--- config.mk ---
export PLATFORM = sky130hd
export DESIGN_NAME = stream_fifo_frame_reader
export DESIGN_NICKNAME = d
export VERILOG_FILES = /design/src/rtl/stream_fifo_frame_reader_pkg.sv /design/src/rtl/stream_fifo_frame_reader_out_reg.sv /design/src/rtl/stream_fifo_frame_reader.sv
export SDC_FILE = /design/constraint.sdc
export NUM_CORES = 1
export LEC_CHECK = 0
export BUFFER_PORTS_ARGS = -buffer_cell sky130_fd_sc_hd__clkbuf_2
export CORE_UTILIZATION = 37
export DETAILED_ROUTE_END_ITERATION = 8
export SETUP_SLACK_MARGIN = 0.2
export SLEW_MARGIN = 15
export SYNTH_ARGS = -nofsm -noshare
export SYNTH_HDL_FRONTEND = slang
export SYNTH_SLANG_ARGS = --single-unit
--- constraint.sdc ---
create_clock -name clk -period 1.9 [get_ports clk]
set_input_delay 0.475 -clock clk [delete_from_list [all_inputs] [get_ports clk]]
set_output_delay 0.475 -clock clk [all_outputs]
set_load 0.1 [all_outputs]
--- src/rtl/stream_fifo_frame_reader_pkg.sv ---
// Shared types and helpers for the stream FIFO frame reader.
package stream_fifo_pkg;

  typedef enum logic [1:0] {
    ST_HEAD = 2'd0,
    ST_BODY = 2'd1,
    ST_ERR  = 2'd2
  } state_t;

  // Header counter width: max(1, clog2(headsize)).
  function automatic int hcnt_width(input int headsize);
    int w;
    w = $clog2(headsize);
    return (w < 1) ? 1 : w;
  endfunction

  // Length field of the last header word: the low lenw bits, zero-extended.
  function automatic logic [63:0] len_field(input logic [63:0] word, input int lenw);
    logic [63:0] mask;
    mask = (64'd1 << lenw) - 64'd1;
    return word & mask;
  endfunction

endpackage

--- src/rtl/stream_fifo_frame_reader_out_reg.sv ---
// Single-entry valid/ready output register carrying data, sop and eop.
module stream_out_reg #(
  parameter int DATAWIDTH = 32
) (
  input  logic                 clk,
  input  logic                 rst_n,
  input  logic                 load,
  input  logic                 flush,
  output logic                 ready_for_load,
  input  logic [DATAWIDTH-1:0] d_data,
  input  logic                 d_sop,
  input  logic                 d_eop,
  input  logic                 m_ready,
  output logic                 m_valid,
  output logic [DATAWIDTH-1:0] m_data,
  output logic                 m_sop,
  output logic                 m_eop
);

  // Slot is free when empty or being drained this cycle.
  assign ready_for_load = ~m_valid | m_ready;

  // Flush wins over load; without a load an accepted word empties the slot.
  always_ff @(posedge clk or negedge rst_n) begin
    if (!rst_n) begin
      m_valid <= 1'b0;
      m_data  <= '0;
      m_sop   <= 1'b0;
      m_eop   <= 1'b0;
    end else if (flush) begin
      m_valid <= 1'b0;
    end else if (load) begin
      m_valid <= 1'b1;
      m_data  <= d_data;
      m_sop   <= d_sop;
      m_eop   <= d_eop;
    end else if (m_ready) begin
      m_valid <= 1'b0;
    end
  end

endmodule

--- src/rtl/stream_fifo_frame_reader.sv ---
// Frame de-framer on the FWFT read port of the stream FIFO controller.
//   state   | meaning
//   ST_HEAD | popping header words, last one loads length
//   ST_BODY | popping payload words into the output register
//   ST_ERR  | FIFO error seen, waiting for r_error to drop
module stream_fifo_frame_reader
  import stream_fifo_pkg::*;
#(
  parameter int DATAWIDTH = 32,
  parameter int HEADSIZE  = 1,
  parameter int LENWIDTH  = 12,
  parameter int CNTWIDTH  = 16
) (
  input  logic                 clk,
  input  logic                 rst_n,
  input  logic                 r_valid,
  output logic                 r_en,
  input  logic [DATAWIDTH-1:0] r_data,
  input  logic                 r_error,
  output logic                 m_valid,
  input  logic                 m_ready,
  output logic [DATAWIDTH-1:0] m_data,
  output logic                 m_sop,
  output logic                 m_eop,
  output logic [DATAWIDTH-1:0] m_hdr,
  output logic                 err_len,
  output logic                 err_fifo,
  output logic [CNTWIDTH-1:0]  frame_cnt
);

  localparam int               HCNTW = hcnt_width(HEADSIZE);
  localparam logic [HCNTW-1:0] HLAST = HCNTW'(HEADSIZE - 1);

  state_t              state, state_nxt;
  logic [HCNTW-1:0]    hcnt;
  logic [LENWIDTH-1:0] remaining;
  logic [LENWIDTH-1:0] len;
  logic                sop_pending;
  logic                hdr_pop, hdr_last, body_pop, ld_rdy;

  assign len      = LENWIDTH'(len_field(64'(r_data), LENWIDTH));
  assign hdr_last = hdr_pop && (hcnt == HLAST);

  // Next state and FIFO pop; r_error suppresses any pop in its cycle.
  always_comb begin
    state_nxt = state;
    r_en      = 1'b0;
    hdr_pop   = 1'b0;
    body_pop  = 1'b0;
    if (r_error) begin
      state_nxt = ST_ERR;
    end else begin
      case (state)
        ST_HEAD: begin
          r_en    = r_valid;
          hdr_pop = r_valid;
          if (r_valid && (hcnt == HLAST))
            state_nxt = (len == '0) ? ST_HEAD : ST_BODY;
        end
        ST_BODY: begin
          r_en     = r_valid & ld_rdy;
          body_pop = r_valid & ld_rdy;
          if (body_pop && (remaining == LENWIDTH'(1)))
            state_nxt = ST_HEAD;
        end
        ST_ERR:  state_nxt = ST_HEAD;
        default: state_nxt = ST_HEAD;
      endcase
    end
  end

  // State register.
  always_ff @(posedge clk or negedge rst_n) begin
    if (!rst_n) state <= ST_HEAD;
    else        state <= state_nxt;
  end

  // Header counter, length, sop flag, captured header and error pulses.
  always_ff @(posedge clk or negedge rst_n) begin
    if (!rst_n) begin
      hcnt        <= '0;
      remaining   <= '0;
      sop_pending <= 1'b0;
      m_hdr       <= '0;
      err_len     <= 1'b0;
      err_fifo    <= 1'b0;
    end else begin
      err_len  <= hdr_last && (len == '0);
      err_fifo <= r_error && (state != ST_ERR);
      if (state == ST_ERR) begin
        hcnt        <= '0;
        sop_pending <= 1'b0;
      end else if (hdr_last) begin
        hcnt        <= '0;
        m_hdr       <= r_data;
        remaining   <= len;
        sop_pending <= 1'b1;
      end else if (hdr_pop) begin
        hcnt <= hcnt + 1'b1;
      end else if (body_pop) begin
        remaining   <= remaining - 1'b1;
        sop_pending <= 1'b0;
      end
    end
  end

  // Completed frames: counted when the eop word is accepted, even during r_error.
  always_ff @(posedge clk or negedge rst_n) begin
    if (!rst_n)                         frame_cnt <= '0;
    else if (m_valid && m_ready && m_eop) frame_cnt <= frame_cnt + 1'b1;
  end

  stream_out_reg #(.DATAWIDTH(DATAWIDTH)) u_out (
    .clk            (clk),
    .rst_n          (rst_n),
    .load           (body_pop),
    .flush          (r_error),
    .ready_for_load (ld_rdy),
    .d_data         (r_data),
    .d_sop          (sop_pending),
    .d_eop          (remaining == LENWIDTH'(1)),
    .m_ready        (m_ready),
    .m_valid        (m_valid),
    .m_data         (m_data),
    .m_sop          (m_sop),
    .m_eop          (m_eop)
  );

endmodule

==> results.txt <==
The flow ran to the end, but the final reports show violations. The final reports fail on negative setup slack. The critical path is of the reg -> out type. The average cell area after synthesis is 11.2 sq um. The synthesized instance count came out at between 300 and 400. The relative slew slack came out at 63.8%. The worst setup path is captured at an output port. The TritonCTS clock tree is built.

The switching part of the total power is 48.8%. The smallest clock period supported by the final layout is computed as around 1900 ps. In this run the horizontal extent of the chip is 107 um. The maximum level of the CTS H-tree came out at 3. The pin count of the biggest net entering global routing is 52.

The summed area of non-filler cells in the final layout came out at 5770 sq um. The clock reaches the later pin of the worst-skew pair after 370 ps. Multiplexer cells account for roughly a tenth of the synthesized area. The first global-routing pass estimated 16600 um of wire. The clock-pin transition on the worst setup and hold timing paths is 100 ps.

The share of synthesized registers carrying an async set or reset came out at 100%. The clock skew after layout came out at between 6 and 7 ps. The routed via count is 3291. Buffers placed on the I/O ports in this run total 122. The fraction of power consumed by combinational cells is 44.2%. The maximum net fanout on the critical path is 4. The number of nets in the synthesized netlist is 408. The number of register bits inferred by synthesis came out at 101. The remaining routing DRC violations came out at 0. The total number of nets in the final design came out at 564. By area the synthesized netlist is led by sky130_fd_sc_hd__dfrtp_1 (61%), sky130_fd_sc_hd__mux2_2 (9.6%), sky130_fd_sc_hd__nand2_1 (9.5%). The combinational family with the most area after synthesis is simple AND/OR/NAND/NOR gates.

The share of synthesized cell area in and, or, nand and nor gates came out at 19.1%. The sum of routed wire length over all layers is 10200 um. The synthesized design contains 0 enable-type register cells. The number of different library cells used by synthesis comes to 36. Global routing finished with a remaining overflow of 0.

The final clock period utilization by the worst path is 103%. The mean number of vias per cell is 4.92. The buffer cell driving the clock tree root is sky130_fd_sc_hd__clkbuf_8. The largest total area in the synthesized netlist belongs to sky130_fd_sc_hd__dfrtp_1. The worst endpoint required time is 1420 ps. The cell area after placement came out at 5160 sq um.

The share of cells above drive strength 1 came out at between 40% and 50%. The tightest min-delay check is of the in -> async type. Once layout is complete, the utilization of the core stands at approximately 53%. TritonCTS created 9 clock buffers.

The commonest non-fill, non-tap cell in the layout is sky130_fd_sc_hd__nand2_1. The area of the core region is roughly 11000 sq um. The count of nets left with antenna violations after detail routing came out at 0. The worst-case IR drop observed on VDD is 682 uV. The total track usage is 18.7%. Summed over all nets, the switching power comes to between 3 and 4 mW.

After the first detailed-routing iteration, the DRC count stood at 138. The I/O pin count came out at approximately 120. Setup repair after global routing could not meet its margin everywhere. The initial antenna violation count is 0. The via count of the first global-routing pass came out at about 3400.

The clock power share came out at 20.1%. After layout, the worst setup slack is -48.8 ps. The worst setup path is launched from a flop. The number of warnings reported in the yosys synthesis log came out at 0.

The achievable frequency is 513 MHz. The fraction of the mapped netlist area in compound gates came out at 3.56%. The share of synthesized area in the top cell type comes to 61.4%.

The final total power is approximately 7.5 mW. The number of failing hold endpoints at the final stage came out at 0. The data arrival at the endpoint of the critical path is 1470 ps. The clock sink total came out at between 100 and 150. In the layout the commonest cells are sky130_fd_sc_hd__nand2_1 (104), sky130_fd_sc_hd__dfrtp_1 (88), sky130_fd_sc_hd__buf_2 (46). The sequential area share after synthesis came out at 61.4%. The final estimated routing congestion in global placement came out at approximately 0.80. The leakage power is just under 3 nW. In the synthesized netlist the dominant register cell turns out to be sky130_fd_sc_hd__dfrtp_1. The adder and majority cell fraction of the synthesized area came out at less than 1%. The xor/xnor share of the synthesized area is 3.62%.

Measured along the y axis, the die boundary spans 107 um. The average detailed-routed wire length per instance is 15.3 um. Power spread over the standard cell area amounts to 1310 nW/um^2. For the pin with the worst max-slew slack, the measured transition is 546 ps. The first-pass iteration count of the detailed router came out at 4. The count of inserted antenna diode cells is 0. The final setup violation count is 3. The aggregate negative setup slack is -60.9 ps. The synthesized netlist occupies a cell area of slightly above 4000 sq um. The placement row count came out at 38. The area added between synthesis and finish is 40.2%. The max-slew violation count came out at 0. The maximum count of clock buffers along a single path is 2.

Once the floorplan was initialized, standard cells occupied 38.0% of the core. The internal portion of the total power is 3.87 mW. The share of power burned in registers is 35.7%. The total of max-cap violations came out at 0. The die covers around 12000 sq um. Once detailed placement completed, the half-perimeter wirelength came to 6990 um.
==> sequential cells by signal (all words and copies together) (netlist names) <==
name           flops
sop_pending        1
u_out.m_sop        1
err_len            1
frame_cnt         16
hcnt               1
state              2
u_out.m_eop        1
m_hdr             32
u_out.m_data      32
u_out.m_valid      1
remaining         12
err_fifo           1
==> cells in the mapped netlist, types with 6 or more instances <==
cell,number
sky130_fd_sc_hd__nand2_1,104
sky130_fd_sc_hd__dfrtp_1,101
sky130_fd_sc_hd__mux2_2,35
sky130_fd_sc_hd__nand3_1,10
sky130_fd_sc_hd__nor2_1,10
sky130_fd_sc_hd__o21ai_0,10
sky130_fd_sc_hd__xnor2_1,10
sky130_fd_sc_hd__nand4_1,8
sky130_fd_sc_hd__clkbuf_1,7
sky130_fd_sc_hd__nor4_1,7
sky130_fd_sc_hd__xor2_1,7
sky130_fd_sc_hd__buf_1,6
==> power by group through the flow <==
stage | clock network (mW) | registers, mW | logic, mW
after floorplan | 0 | 4.90 | 0.409
after global placement | 0 | 2.72 | 3.17
after detailed placement | 0 | 2.74 | 3.20
after CTS | 1.57 | 2.70 | 3.26
after global routing | 1.65 | 2.74 | 3.46
final | 1.52 | 2.70 | 3.33
==> cell type report <==
class | instances | area, sq um
sequential | 101 | 2570
tap | 140 | 175
multi-input combinational | 247 | 1690
inverter | 5 | 18.8
fill | 970 | 5070
timing repair buffer | 160 | 1100
clock inverter | 7 | 97.6
clock buffer | 9 | 124
==> kinds of logic after synthesis <==
group / Yosys count
simple gates: 168
flops: 101
mux: 35
compound gates: 24
buf+inv: 20
xor+xnor: 17
fa+ha+maj: 3
==> routing by layer <==
metal | part of all wire, % | routed length (um) | GRT usage (%)
met1 | 44 | 4470 | 23.1
met2 | 51 | 5170 | 31.3
met3 | 4.4 | 446 | 4.60
met4 | 1.4 | 145 | 7.44
met5 | 0 | 0 | 0
==> worst paths after layout <==
kind | start | to | slack (ps) | cells after the start
max reg2reg | remaining[6] | remaining[10] | -10 | 4
min | rst_n | m_hdr[1] | 30 | 1
max in group asynchronous | rst_n | u_out.m_data[20] | 1260 | 2
min in group clk | r_data[26] | m_hdr[26] | 310 | 3
min reg2reg | m_hdr[3] | m_hdr[3] | 480 | 2
max | state[0] | r_en | -50 | 4
==> stage by stage <==
stage | setup slack (ps) | std cells | hold slack, ps
final | -48.8 | 669 | 27.9
after global routing | -135 | 669 | 37.9
after CTS | -86.1 | 661 | 29.2
after detailed placement | -84.0 | 637 | 438
after global placement | -39.9 | 637 | 429
after floorplan | -68.1 | 368 | 179
==> worst max-delay path, cell delays in order (launching register included) <==
cell                       delay, ps
sky130_fd_sc_hd__dfrtp_1         420
sky130_fd_sc_hd__nor4b_2         260
sky130_fd_sc_hd__buf_4           150
sky130_fd_sc_hd__nand2b_4        120
sky130_fd_sc_hd__buf_12          170
==> timing repair <==
action                                  4_1_cts  5_1_grt
hold buffers                                  0        0
cloned                                        0        1
pin swaps                                     7       11
endpoints found under the setup margin       38       96
resized for setup                            39       83
setup buffers                                 8        7
Power figures use the tool's default switching activity.
